$ cat src/rtl/rail_seq_n.sv
// N-rail power sequencer: ascending power-up, descending power-down,
// each step gated by that rail's synchronised power-good.
// Ports:
//   clk, rst        clock, async active-high reset
//   pwr_main        1 = power up, 0 = power down
//   go_out_flt      fault release request
//   rail_pwrgd      raw per-rail power-good (async)
//   rail_en         registered rail enables
//   pwr_gd          all rails up (ST_DONE)
//   pwr_flt         FSM in ST_FAULT
//   flt_code        0 none, 1 pwrgd lost, 2 on-timeout, 3 off-timeout
//   flt_rail        offending rail bitmask, latched on fault entry
//   fsm_state       debug state encoding
module rail_seq_n #(
  parameter int NUM_RAILS   = 4,
  parameter int CNT_W       = 16,
  parameter int PG_TIMEOUT  = 1000,
  parameter int OFF_TIMEOUT = 1000,
  parameter int STAGE_DLY   = 10
) (
  input  logic                 clk,
  input  logic                 rst,
  input  logic                 pwr_main,
  input  logic                 go_out_flt,
  input  logic [NUM_RAILS-1:0] rail_pwrgd,
  output logic [NUM_RAILS-1:0] rail_en,
  output logic                 pwr_gd,
  output logic                 pwr_flt,
  output logic [1:0]           flt_code,
  output logic [NUM_RAILS-1:0] flt_rail,
  output logic [2:0]           fsm_state
);

  localparam int IDX_W = $clog2(NUM_RAILS);
  localparam logic [IDX_W-1:0] LAST = IDX_W'(NUM_RAILS - 1);
  localparam logic [CNT_W-1:0] T_ON = CNT_W'(PG_TIMEOUT - 1);
  localparam logic [CNT_W-1:0] T_OFF = CNT_W'(OFF_TIMEOUT - 1);
  localparam logic [CNT_W-1:0] T_DLY = CNT_W'(STAGE_DLY - 1);

  typedef enum logic [2:0] {
    ST_FAULT    = 3'd0,
    ST_OFF      = 3'd1,
    ST_ON_WAIT  = 3'd2,
    ST_ON_DLY   = 3'd3,
    ST_DONE     = 3'd4,
    ST_OFF_WAIT = 3'd5
  } state_t;

  state_t               r_state, w_state;
  logic [IDX_W-1:0]     r_idx, w_idx;
  logic [CNT_W-1:0]     r_tmr, w_tmr;
  logic [NUM_RAILS-1:0] r_pg_m, r_pg_s, r_pg_d;
  logic [NUM_RAILS-1:0] r_en, w_en;
  logic [1:0]           r_code, w_code;
  logic [NUM_RAILS-1:0] r_frail, w_frail;

  logic [NUM_RAILS-1:0] w_lost, w_bit;
  logic                 w_pg, w_active, w_up;
  logic                 w_on_to, w_off_to;

  always_comb begin
    w_lost   = r_en & r_pg_d & ~r_pg_s;
    w_bit    = NUM_RAILS'(1) << r_idx;
    w_pg     = r_pg_s[r_idx];
    w_up     = (r_state == ST_ON_WAIT) ||
               (r_state == ST_ON_DLY)  ||
               (r_state == ST_DONE);
    w_active = w_up || (r_state == ST_OFF_WAIT);
    w_on_to  = (r_state == ST_ON_WAIT) && !w_pg &&
               (r_tmr >= T_ON);
    w_off_to = (r_state == ST_OFF_WAIT) && w_pg &&
               (r_tmr >= T_OFF);

    w_state = r_state;
    w_idx   = r_idx;
    w_en    = r_en;
    w_code  = r_code;
    w_frail = r_frail;

    if (w_active && (|w_lost || w_on_to || w_off_to)) begin
      // Abrupt shutdown: every enable drops at once.
      w_state = ST_FAULT;
      w_idx   = '0;
      w_en    = '0;
      w_code  = (|w_lost) ? 2'd1 : (w_on_to ? 2'd2 : 2'd3);
      w_frail = w_lost |
                ((w_on_to || w_off_to) ? w_bit : '0);
    end else if (w_up && !pwr_main) begin
      // idx already names the highest enabled rail.
      w_state = ST_OFF_WAIT;
      w_en    = r_en & ~w_bit;
    end else begin
      unique case (r_state)
        ST_OFF: begin
          if (pwr_main) begin
            w_state = ST_ON_WAIT;
            w_idx   = '0;
            w_en    = NUM_RAILS'(1);
          end
        end
        ST_ON_WAIT: begin
          if (w_pg) begin
            w_state = (r_idx == LAST) ? ST_DONE : ST_ON_DLY;
          end
        end
        ST_ON_DLY: begin
          if (r_tmr >= T_DLY) begin
            w_state = ST_ON_WAIT;
            w_idx   = r_idx + IDX_W'(1);
            w_en    = r_en | (w_bit << 1);
          end
        end
        ST_DONE: begin
        end
        ST_OFF_WAIT: begin
          if (!w_pg) begin
            if (r_idx == '0) begin
              w_state = ST_OFF;
            end else begin
              w_idx = r_idx - IDX_W'(1);
              w_en  = r_en & ~(w_bit >> 1);
            end
          end
        end
        ST_FAULT: begin
          if (go_out_flt && !(|r_pg_s)) begin
            w_state = ST_OFF;
            w_code  = 2'd0;
            w_frail = '0;
          end
        end
        default: begin
          w_state = ST_OFF;
        end
      endcase
    end

    if ((w_state != r_state) || (w_idx != r_idx)) begin
      w_tmr = '0;
    end else if (r_tmr != '1) begin
      w_tmr = r_tmr + CNT_W'(1);
    end else begin
      w_tmr = r_tmr;
    end
  end

  always_ff @(posedge clk or posedge rst) begin
    if (rst) begin
      r_state <= ST_OFF;
      r_idx   <= '0;
      r_tmr   <= '0;
      r_pg_m  <= '0;
      r_pg_s  <= '0;
      r_pg_d  <= '0;
      r_en    <= '0;
      r_code  <= '0;
      r_frail <= '0;
    end else begin
      r_state <= w_state;
      r_idx   <= w_idx;
      r_tmr   <= w_tmr;
      r_pg_m  <= rail_pwrgd;
      r_pg_s  <= r_pg_m;
      r_pg_d  <= r_pg_s;
      r_en    <= w_en;
      r_code  <= w_code;
      r_frail <= w_frail;
    end
  end

  assign rail_en   = r_en;
  assign pwr_gd    = (r_state == ST_DONE);
  assign pwr_flt   = (r_state == ST_FAULT);
  assign flt_code  = r_code;
  assign flt_rail  = r_frail;
  assign fsm_state = r_state;

endmodule

$ cat config.mk
export PLATFORM = sky130hd
export DESIGN_NAME = rail_seq_n
export DESIGN_NICKNAME = d
export VERILOG_FILES = /design/src/rtl/rail_seq_n.sv
export SDC_FILE = /design/constraint.sdc
export NUM_CORES = 1
export LEC_CHECK = 0
export BUFFER_PORTS_ARGS = -buffer_cell sky130_fd_sc_hd__clkbuf_2
export CORE_UTILIZATION = 36
export DETAILED_ROUTE_END_ITERATION = 8
export HOLD_SLACK_MARGIN = 0.03
export PLACE_DENSITY = 0.61
export SLEW_MARGIN = 5
export SYNTH_ARGS = -nofsm -noshare
export SYNTH_HDL_FRONTEND = slang
export SYNTH_SLANG_ARGS = --single-unit
$ cat constraint.sdc
create_clock -name clk -period 2.5 [get_ports clk]
set_input_delay 0.25 -clock clk [delete_from_list [all_inputs] [get_ports clk]]
set_output_delay 0.25 -clock clk [all_outputs]
set_load 0.05 [all_outputs]
; Word level (Yosys, flattened, before mapping)
; Cells that the tools add are included.
[totals]
reg_bits = 43
in_bits = 8
[op_classes]
addsub = 3
magnitude_cmp = 3
n_eq_ne = 14
n_shift = 1
mux = 39
n_bitwise = 9
n_reduce_logical = 27
[op_table]
columns = operator, count
row1 = 4-bit 2-to-1 mux, 11
row2 = 16-bit 2-to-1 mux, 2
row3 = 3-bit 2-to-1 mux, 9
row4 = 2-bit 2-to-1 mux, 11
row5 = 3-bit case mux with 6 select lines, 1
row6 = "16-bit by 1-bit adder with 16-bit output, second input constant", 1
row7 = 4-bit AND, 4
row8 = "16-bit by 10-bit greater-or-equal comparator with 1-bit output, second input constant", 1
row9 = "16-bit by 4-bit greater-or-equal comparator with 1-bit output, second input constant", 1
row10 = "16-bit inequality test, second input constant", 1
row11 = 4-bit case mux with 3 select lines, 1
row12 = "4-bit inequality test, second input constant", 2
row13 = 4-bit inverter, 2
row14 = 4-bit bitwise OR, 2
row15 = 4-bit OR reduction, 2
row16 = 1-bit logical AND, 7
row17 = 1-bit logical OR, 7
row18 = "3-bit by 2-bit == test with 1-bit output, second input constant", 2
row19 = "3-bit == test, second input constant", 2
row20 = 2-bit case mux with 3 select lines, 1
row21 = 2-bit nonzero test, 3
row22 = 5-bit AND reduction, 1
row23 = 5-bit nonzero test, 1
row24 = "4-bit by 1-bit inequality test with 1-bit output, second input constant", 1
row25 = 17 further kinds, 20

; Longest topological paths before layout
; Gate-level depths: netlist of run 1.
[logic_depth]
word_depth = 12
depth_mapped = 10
depth_no_buf = 8

; Least setup slack after synthesis of run 1
; OpenSTA, ideal clock, no wires.
[synth_timing]
path_kind = reg-to-reg
startpoint = register r_state[2] (netlist: fsm_state[2])
endpoint = register r_frail[0] (netlist: flt_rail[0])
setup_time_ns = 0.120
arrival_time_ns = 2.837
required_ns = 2.380
path_slack_ns = -0.457
path_stages_with_launch = 6
n_path_buf = 2
cell_sequence = dfrtp_1 clkbuf_1 clkbuf_1 nor3_1 nand3_1 a31o_2
[synth_between]
word_cells_on_any_way = 24
cone_classes = eq/ne (5) / mux (2) / bitwise (1) / reduce/logical (16)
[synth_rtl]
columns = element, line_no
row1 = from (decl), 49  ; state_t r_state, w_state;
row2 = from (signal assigned), 159  ; r_state <= w_state;
row3 = 3-bit logical NOT, -
row4 = via pwr_flt, 28  ; output logic pwr_flt,
row5 = 2-bit nonzero test (no source line), -
row6 = 3-bit AND reduction (no source line), -
row7 = to (signal assigned), 167  ; r_frail <= w_frail;
row8 = to (decl), 55  ; logic [NUM_RAILS-1:0] r_frail, w_frail;
; The timed path passes the listed nets, and every way through them passes these cells.
; A chain may end at the register's enable or synchronous reset.

; Final worst setup path of run 1
[layout_timing]
startpoint = register r_tmr[0]
endpoint = register r_tmr[12]
[layout_between]
elab_chain_cells = 9
word_cells_on_any_way = 23
cone_classes = add/sub (1) / order compare (2) / eq/ne (3) / mux (10) / reduce/logical (7)
[layout_lines]
columns = element, line_no
row1 = from (decl), 51  ; logic [CNT_W-1:0] r_tmr, w_tmr;
row2 = from (signal assigned), 161  ; r_tmr <= w_tmr;
row3 = "parallel branches: the longest is 9 deep, another holds 16-bit by 4-bit greater-or-equal comparator with 1-bit output", -
; Parallel ways; which one is timed is not known. The select of a mux whose other input is x is not followed.

==> results of run 1 <==
-- critical path: cells and delay by family (launching register included) --
family | cells | cell delay [ns]
DFF | 1 | 0.44
AOI/OAI and AO/OA | 3 | 0.65
adders and majority gates | 1 | 0.21
and+or+nand+nor | 3 | 0.79
buffers and inverters | 2 | 0.41
-- placed cells by master (no fill, tap or decap), types with 3 or more instances in the layout --
master and n:
nand4_1 7, clkbuf_8 5, a211oi_1 3, a22oi_1 3, a21oi_1 17, nor3_1 7, clkbuf_2 22, xnor2_1 3
dfrtp_1 41, nor2_1 17, nand3_1 13, nand2_1 19, nand3b_1 6, xor2_1 10, mux2i_1 4, inv_1 8
buf_6 3, o211ai_1 3, nor2b_1 4, and4_1 3, o21ai_0 10, ha_1 8, nand2b_1 3, a31o_2 5
o21ai_1 3, nor4_4 16, buf_4 34
-- stage by stage --
stage	utilization, %	cell area (um^2)
finish	49.3	3590
global route	49.3	3590
CTS	45.8	3340
detailed placement	43.7	3180
global placement	43.7	3180
floorplan	-	2740
-- state kept, by name, summed over array words and instances, names as in the netlist --
name,flops
r_pg_d,4
fsm_state,3
rail_en,4
r_tmr,16
r_idx,2
r_pg_s,4
flt_code,2
flt_rail,4
r_pg_m,4
-- logic make-up after synthesis --
logic type,after synthesis
DFF,43
muxes,7
AOI/OAI and AO/OA,72
and+or+nand+nor,111
adders and majority gates,9
xor gates and xnor gates,13
buffers and inverters,24
-- final timing paths --
kind,cells past startpoint,slack (ns),end,startpoint
worst max-delay path,9,-0.1,r_tmr[12],r_tmr[0]
worst min-delay path,2,0.007,r_pg_m[0],rst
worst max register to register,9,-0.1,r_tmr[12],r_tmr[0]
worst min register to register,0,0.35,r_pg_s[1],r_pg_m[1]
max in group asynchronous,3,1.81,flt_code[1],rst
min in group clk,1,0.05,r_pg_m[1],rail_pwrgd[1]
-- where the power goes --
| part | internal (mW) | switching [mW] | total, mW |
|---|---|---|---|
| Sequential | 0.798 | 0.104 | 0.902 |
| Combinational | 0.668 | 1.09 | 1.76 |
| Clock | 0.194 | 0.246 | 0.440 |
| Total | 1.66 | 1.44 | 3.10 |
-- routing by layer --
metal / part of all wire (%) / vias to the layer above
li1: - / 1170
met5: 0 / -
met4: 0.65 / 0
met2: 48 / 67
met3: 4.4 / 4
met1: 47 / 1205
-- final cells by class --
cell class / instances / area (um^2) / area share [%]
Tap cell: 99 / 124 / 3.45
Clock buffer: 5 / 68.8 / 1.92
Timing Repair Buffer: 63 / 489 / 13.6
Inverter: 11 / 41.3 / 1.15
Clock inverter: 3 / 20.0 / 0.557
Sequential cell: 43 / 1080 / 30.0
Multi-Input combinational cell: 212 / 1770 / 49.3
-- what timing repair did --
| item | in CTS | in global routing |
|---|---|---|
| gates cloned | 0 | 2 |
| setup buffers | 3 | 3 |
| pin swaps | 1 | 19 |
| gates resized for setup | 10 | 30 |
| endpoints found under the setup margin | 16 | 20 |
==> impl_metrics.ini, run 1 <==
[logic_synthesis]
ys.flop_type = dfrtp_1
ys_warn_count = 0
synthXorXnorAreaFrac_pct = 4.17
synthTopCellsByCount = dfrtp_1, nand2_1, a21oi_1, nor2_1
synth_simple_gate_area_share_pct = 25.6
synth_top_cell_by_area = dfrtp_1
yosys_register_bits = 43
synth_area_leaders = dfrtp_1, ha_1, nor4_2
synth_compound_area_share_pct = 19.4
synth_area_um2 = 2730
ys_types = 63
synth.top_cell.area_share_pct = 38.5
synthCells = 279
ys_async_sr_fraction_pct = 100
ys_seq_area_share_pct = 39.5
muxShareOfSynthArea_pct = 3.12
synth_nets = 296
synth_top_family_by_area = simple AND/OR/NAND/NOR gates
synth.avg_cell_area_um2 = 9.79
synth-edff-count = 0
synth_fa_ha_area_share_pct = 4.12
yosysMostFrequentCell = dfrtp_1

[placed_design]
port-buffer-count = 22
place_ws_ns = -0.0767
dp_hpwl_um = 4890
placed_cells = 420
gp_congestion = 0.890

[timing]
period_share_pct = 104
fin_worst_skew_ns = 0.00350
period_needed_ns = 2.60
clock.fmax_ghz = 0.385
maxSlewViolCount = 0
worst_pin_slew_ns = 0.900
hold_ws_ns = 0.00749
timing.slew.headroom_pct = 39.6
fin_ws_ns = -0.0963
rsz0062_at_grt = true
tns_ns = -1.33
hold_viol = 0
finalSetupViolCount = 16

[final_layout]
area_growth_pct = 31.6
nets = 353
n_antenna_cell = 0
num-fill-cells = 696
drive_above_1_share_pct = 35.0
finalNonFillerCells = 436

[floorplanning]
die-height_um = 89.1
core_um2 = 7290
rows = 31
die_area_um2 = 7940
die_w_um = 89.1
num_io_pins = 23
start_util_pct = 37.4

[pwr]
p_leak_nw = 1.48
powerDensity_nw_per_um2 = 862
power_mw = 3.10
peakVddDrop_uv = 416

[drt]
drc_errors = 0
wl_per_cell_um = 16.6
routed_wl_um = 7240
antenna_left = 0
dr.pass1.iters = 4
drt_iter0_markers = 165
vias = 2446
vias_per_cell = 5.61

[global_routing]
grt_pass1_wl_um = 10700
grt_max_degree = 26
met3_usage_pct = 2.77
grt.met1_usage_pct = 25.3
grt_use_total_pct = 17.4
grt_pass1_vias = 2171
antenna_found_initial = 0
gr-usage-met2_pct = 26.9
grt-ovfl-total = 0
top_usage_layer = met2

[clock_network]
clock_latency_ns = 0.29
cts_root_buf = clkbuf_8
htree_levels = 2
cts_tree = yes
clock_path_buffers = 2
hold_buffers = 0
cts_made_buffers = 5
clock_sinks = 43
clk_pin_slew_worst_paths_ns = 0.08

[run]
maxCapViolations = 0

[setup_path]
critPathKind = reg -> reg
cp_slowest_cell = dfrtp_1
crit_chain = ha_2 -> or3b_4 -> a2111oi_4 -> buf_6 -> a21oi_4 -> or3_4 -> o21ai_4 -> clkbuf_16 -> nor4_4
max_stage_delay_ns = 0.44
critPathArrivalTime_ns = 2.78
crit_fanout = 8
start_kind = flip-flop
worst_setup_path_end_kind = flip-flop
required_ns = 2.68

[run_status]
status = finished with violations
violations = negative setup slack

[hold_path]
hold_class = in -> async
(Power assumes the default switching activity.)
==> run 2, diff against run 1 <==
--- a/config.mk
+++ b/config.mk
@@ -6,11 +6,12 @@
 export NUM_CORES = 1
 export LEC_CHECK = 0
 export BUFFER_PORTS_ARGS = -buffer_cell sky130_fd_sc_hd__clkbuf_2
-export CORE_UTILIZATION = 36
+export CORE_UTILIZATION = 43
 export DETAILED_ROUTE_END_ITERATION = 8
 export HOLD_SLACK_MARGIN = 0.03
-export PLACE_DENSITY = 0.61
+export PLACE_DENSITY = 0.69
 export SLEW_MARGIN = 5
 export SYNTH_ARGS = -nofsm -noshare
 export SYNTH_HDL_FRONTEND = slang
 export SYNTH_SLANG_ARGS = --single-unit
+export TNS_END_PERCENT = 5
==> impl_metrics.ini, run 2 (synthesis gave the netlist of run 1 again) <==
[clock_network]
clock_sinks = 43
cts_root_buf = clkbuf_8
clock_path_buffers = 2
cts_tree = yes
clock_latency_ns = 0.30
cts_made_buffers = 5
clk_pin_slew_worst_paths_ns = 0.09
htree_levels = 2

[drt]
dr.pass1.iters = 5
wl_per_cell_um = 16.7
routed_wl_um = 6880
drt_iter0_markers = 203
antenna_left = 0
drc_errors = 0
vias_per_cell = 6.01
vias = 2469

[setup_path]
reg2reg_slack_ns = -0.02
r2r_cells = 9
crit_chain = inv_1 -> ha_2 -> or3b_4 -> a2111oi_4 -> a311oi_2 -> o21ai_1 -> o211ai_1 -> buf_12 -> nor4_4
r2r-end = r_tmr[0]
critPathKind = reg -> reg
crit_fanout = 16
max_stage_delay_ns = 0.43
crit_buf_inv = 2
required_ns = 2.72
start_kind = flip-flop
worst_setup_path_end_kind = flip-flop
cp_slowest_cell = a2111oi_4
r2r-start = r_tmr[0]
cpLargestDelayFamily = compound AO/OA/AOI/OAI gates
critPathArrivalTime_ns = 2.74

[timing]
worst_pin_slew_ns = 0.794
rsz0062_at_grt = true
fin_worst_skew_ns = 0.00547
timing.slew.headroom_pct = 46.7
maxSlewViolCount = 0
fin_ws_ns = -0.0196
period_needed_ns = 2.52
finalSetupViolCount = 5
hold_viol = 0
clock.fmax_ghz = 0.397
period_share_pct = 101

[final_layout]
largest_reg_flops = 16
final_common_cell = dfrtp_1
nets = 352
stdcell_area_um2 = 3380
drive_above_1_share_pct = 32.7
final_cell_mix = dfrtp_1, buf_4, clkbuf_2
n_antenna_cell = 0
area_growth_pct = 23.9
top_register = r_tmr

[run_status]
violations = negative setup slack
status = finished with violations

[global_routing]
grt_max_degree = 23
grt_pass1_vias = 2245
grt_use_total_pct = 21.9
antenna_found_initial = 0
grt_pass1_wl_um = 11000
grt-ovfl-total = 0

[floorplanning]
num_io_pins = 23
core_um2 = 6030
start_util_pct = 45.3
die-height_um = 81.7
die_w_um = 81.7
die_area_um2 = 6670
rows = 28

[hold_path]
min_to = r_pg_m[1]
hold_depth = 1
min_from = rail_pwrgd[1]
hold_class = in -> reg

[pwr]
p_leak_nw = 1.45
power_mw = 2.93
powerDensity_nw_per_um2 = 866
peakVddDrop_uv = 655

[placed_design]
detailed_place.area_um2 = 3160
dp_hpwl_um = 4960
gp_congestion = 0.910
place_ws_ns = -0.0911
port-buffer-count = 22

[run]
maxCapViolations = 0
-- run 2: cell count changes in the layout (fill, tap and decap cells not counted), moves of 2 or more --
| cell | delta |
|---|---|
| buf_4 | -2 |
| clkbuf_16 | -2 |
| clkinvlp_4 | -2 |
| dlygate4sd3_1 | +4 |
| inv_6 | +3 |
| nor4_2 | +13 |
| nor4_4 | -13 |
-- run 2: report_power, final --
part	internal, mW	switching, mW	total [mW]
registers	0.797	0.107	0.903
clock network	0.208	0.268	0.475
logic	0.576	0.976	1.55
total	1.58	1.35	2.93
-- run 2: worst max-delay path by stage --
| stage | slack, ns | end | depth (start not counted) | start |
|---|---|---|---|---|
| 3_5_place_dp | -0.09 | r_tmr[2] | 8 | r_tmr[0] |
| 6_report | -0.02 | r_tmr[0] | 9 | r_tmr[0] |
| 4_1_cts | -0.02 | r_tmr[13] | 10 | r_tmr[0] |
| 2_1_floorplan | -0.08 | r_tmr[1] | 8 | fsm_state[1] |
| 3_3_place_gp | 0.03 | r_tmr[9] | 7 | r_tmr[0] |
| 5_1_grt | -0.15 | r_tmr[5] | 9 | r_tmr[1] |
-- run 2: metal layers --
layer,global-route usage (%),share of wire (%),vias up
met1,31.8,46,1190
li1,-,-,1161
met2,32.8,47,107
met4,8.07,1.6,0
met3,3.56,5.7,11
met5,0,0,-
-- run 2: layout make-up --
class / count / area (um^2)
clock buffer: 5 / 68.8
fill: 540 / 2640
tap: 75 / 93.8
timing repair buffer: 62 / 453
sequential: 43 / 1080
clock inverter: 3 / 26.3
multi-input combinational: 212 / 1620
inverter: 11 / 41.3
-- run 2: through the flow --
step / utilization (%) / setup TNS, ns / instances / hold WS [ns]
finish: 56.1 / -0.0373 / 411 / 0.0570
CTS: 55.5 / -0.0581 / 408 / 0.0329
floorplan: - / -0.846 / 279 / 0.281
global route: 56.1 / -1.75 / 411 / 0.0370
detailed placement: 52.4 / -1.12 / 398 / 0.309
global placement: 52.4 / 0 / 398 / 0.306
-- run 2: timing repair --
action	CTS	global route
setup endpoints to repair	16	20
pin swaps	22	0
hold buffers	1	3
hold endpoints to repair	20	3
resized for setup	17	3
buffers inserted	1	0
==> run 3, diff against run 2 <==
--- a/config.mk
+++ b/config.mk
@@ -5,6 +5,7 @@
 export SDC_FILE = /design/constraint.sdc
 export NUM_CORES = 1
 export LEC_CHECK = 0
+export ABC_AREA = 1
 export BUFFER_PORTS_ARGS = -buffer_cell sky130_fd_sc_hd__clkbuf_2
 export CORE_UTILIZATION = 43
 export DETAILED_ROUTE_END_ITERATION = 8
==> impl_metrics.ini, run 3 <==
[run_status]
status = completed

[pwr]
p_int_mw = 1.48
p_leak_nw = 1.54
p_sw_mw = 1.42
clkPwrFrac_pct = 14.6
pwr-share-comb_pct = 53.8
sw_frac_of_total_pct = 48.8
peakVddDrop_uv = 491
powerDensity_nw_per_um2 = 975
seqPwrFrac_pct = 31.6

[setup_path]
worst_setup_path_end_kind = flip-flop
reg2reg_slack_ns = 0.26
cpLargestDelayFamily = simple AND/OR/NAND/NOR gates
r2r-start = r_idx[0]
required_ns = 2.73
r2r_cells = 16
critPathKind = reg -> reg
critical_path_depth = 16
crit_fanout = 16
max_stage_delay_ns = 0.50
crit_chain = inv_2 -> nand2_2 -> nand3_4 -> nand2_4 -> nand2_4 -> nand2_2 -> nand2_4 -> nand2_4 -> nand2_4 -> nand3_1 -> nand2_1 -> nand2_1 -> nor2_4 -> nand3_4 -> buf_12 -> nor2_1
crit_path_frequent_cell = nand2_4
setup.worst_path.start = r_idx[0]
start_kind = flip-flop
critPathArrivalTime_ns = 2.47
cp_slowest_cell = dfrtp_1
crit_buf_inv = 2

[timing]
tns_ns = 0
rsz0062_at_grt = false
period_needed_ns = 2.24
worst_pin_slew_ns = 0.969
hold_viol = 0
hold_ws_ns = 0.0307
maxSlewViolCount = 0
clock.fmax_ghz = 0.446
timing.slew.headroom_pct = 35.0
finalSetupViolCount = 0
fin_worst_skew_ns = 0.00976
period_share_pct = 89.7

[clock_network]
clock_path_buffers = 2
htree_levels = 2
cts_root_buf = clkbuf_8
clock_latency_ns = 0.30
clock_sinks = 43
cts_tree = yes
clk_pin_slew_worst_paths_ns = 0.08
cts_made_buffers = 5
hold_buffers = 0

[final_layout]
nets = 390
n_antenna_cell = 0
multiInputGateArea_um2 = 1330
num-fill-cells = 599
top_register = r_tmr
largest_reg_flops = 16
final_common_cell = nand2_1
final_cell_mix = nand2_1, inv_1, dfrtp_1
seqCellArea_um2 = 1080
drive_above_1_share_pct = 18.4
area_growth_pct = 11.7

[logic_synthesis]
ys_warn_count = 0
synth.avg_cell_area_um2 = 7.79
synth.top_cell.area_share_pct = 39.5
synth_area_leaders = dfrtp_1, nand2_1, inv_1
synthCells = 342
ys_seq_area_share_pct = 40.5
synth-edff-count = 0
ys_types = 27
synth_nets = 359
synthTopCellsByCount = nand2_1, inv_1, dfrtp_1, nand3_1, nor2_1
synth_area_um2 = 2660
yosysMostFrequentCell = nand2_1
ys_async_sr_fraction_pct = 100
synth_top_cell_by_area = dfrtp_1
ys.flop_type = dfrtp_1
yosys_register_bits = 43

[floorplanning]
die_w_um = 80.7
die_area_um2 = 6510
core_um2 = 5960
rows = 28
num_io_pins = 23
start_util_pct = 44.7
die-height_um = 80.7

[global_routing]
grt_pass1_vias = 2055
grt_use_total_pct = 18.4
grt-ovfl-total = 0
grt_pass1_wl_um = 9230
grt_max_degree = 29
antenna_found_initial = 0

[placed_design]
dp_hpwl_um = 3980
gp_congestion = 0.866
port-buffer-count = 22

[drt]
drc_errors = 0
drt_iter0_markers = 157
antenna_left = 0
dr.pass1.iters = 4
vias_per_cell = 4.85
vias = 2178
routed_wl_um = 5170
wl_per_cell_um = 11.5

[hold_path]
hold_class = in -> async

[run]
maxCapViolations = 0
[run 3: changes by cell type after synthesis, moves of 6 or more]
cell,change
clkbuf_1,-7
a21oi_1,-8
nand3_1,+23
nor2_1,+14
nor4_2,-9
o21ai_0,+10
nand2_2,+8
nand2_1,+54
nor4_1,-7
nor2_4,+11
inv_1,+44
nand3b_1,-6
[run 3: final timing paths]
path,endpoint
worst max-delay path,r_tmr[12]
worst min-delay path,r_pg_d[1]
worst max register to register,r_tmr[12]
worst min register to register,r_pg_s[1]
max in group asynchronous,fsm_state[0]
min in group clk,r_pg_m[2]
[run 3: cell type report]
class | count | share of cell area [%]
multi-input combinational | 237 | 44.6
tap | 75 | 3.16
clock buffer | 7 | 2.57
inverter | 59 | 7.45
clock inverter | 1 | 0.168
timing repair buffer | 27 | 5.81
sequential | 43 | 36.2
[run 3: power groups by stage]
| stage | registers, mW | logic, mW | clock network [mW] |
|---|---|---|---|
| final | 0.916 | 1.56 | 0.424 |
| after global routing | 0.936 | 1.71 | 0.469 |
| after detailed placement | 0.931 | 1.41 | 0 |
| after floorplan | 1.17 | 0.958 | 0 |
| after CTS | 0.917 | 1.42 | 0.444 |
| after global placement | 0.927 | 1.40 | 0 |
[run 3: kinds of logic (layout without fill, tap and decap cells)]
group | after synthesis | in the layout | share of synthesized area (%)
adder cells (fa/ha/maj) | 9 | 9 | 4.23
AO/OA/AOI/OAI | 39 | 39 | 7.80
buffers and inverters | 62 | 94 | 9.68
flip-flops | 43 | 43 | 40.5
AND/OR/NAND/NOR | 181 | 181 | 35.2
XOR/XNOR | 8 | 8 | 2.63
[run 3: layer usage]
| layer | track usage (%) | vias up | routed length [um] |
|---|---|---|---|
| li1 | - | 1136 | - |
| met1 | 25.7 | 990 | 2600 |
| met2 | 28.3 | 43 | 2330 |
| met3 | 2.84 | 9 | 148 |
| met4 | 7.32 | 0 | 95 |
| met5 | 0 | - | 0 |
[run 3: worst reg2reg max path: stages (launching register included)]
cell     delay, ns
dfrtp_1       0.50
inv_2         0.21
nand2_2       0.09
nand3_4       0.09
nand2_4       0.09
nand2_4       0.08
nand2_2       0.06
nand2_4       0.08
nand2_4       0.06
nand2_4       0.16
nand3_1       0.14
nand2_1       0.08
nand2_1       0.08
nor2_4        0.10
nand3_4       0.11
buf_12        0.17
nor2_1        0.08
[run 3: what timing repair did]
item                       4_1_cts  5_1_grt
buffers inserted                 0        2
hold endpoints to repair         0        0
resized for setup                0        0
setup endpoints to repair        0       16
[run 3: per-stage QoR]
step                      utilization (%)  std cells  power, mW  worst slack (ns)  cell area, um^2
after detailed placement             47.9        439       2.34             0.109             2850
after floorplan                         -        342       2.13             0.290             2660
after global placement               47.9        439       2.33             0.194             2850
final                                49.9        449       2.90             0.258             2970
after CTS                            49.3        447       2.78            0.0978             2930
after global routing                 49.9        449       3.12            0.0906             2970
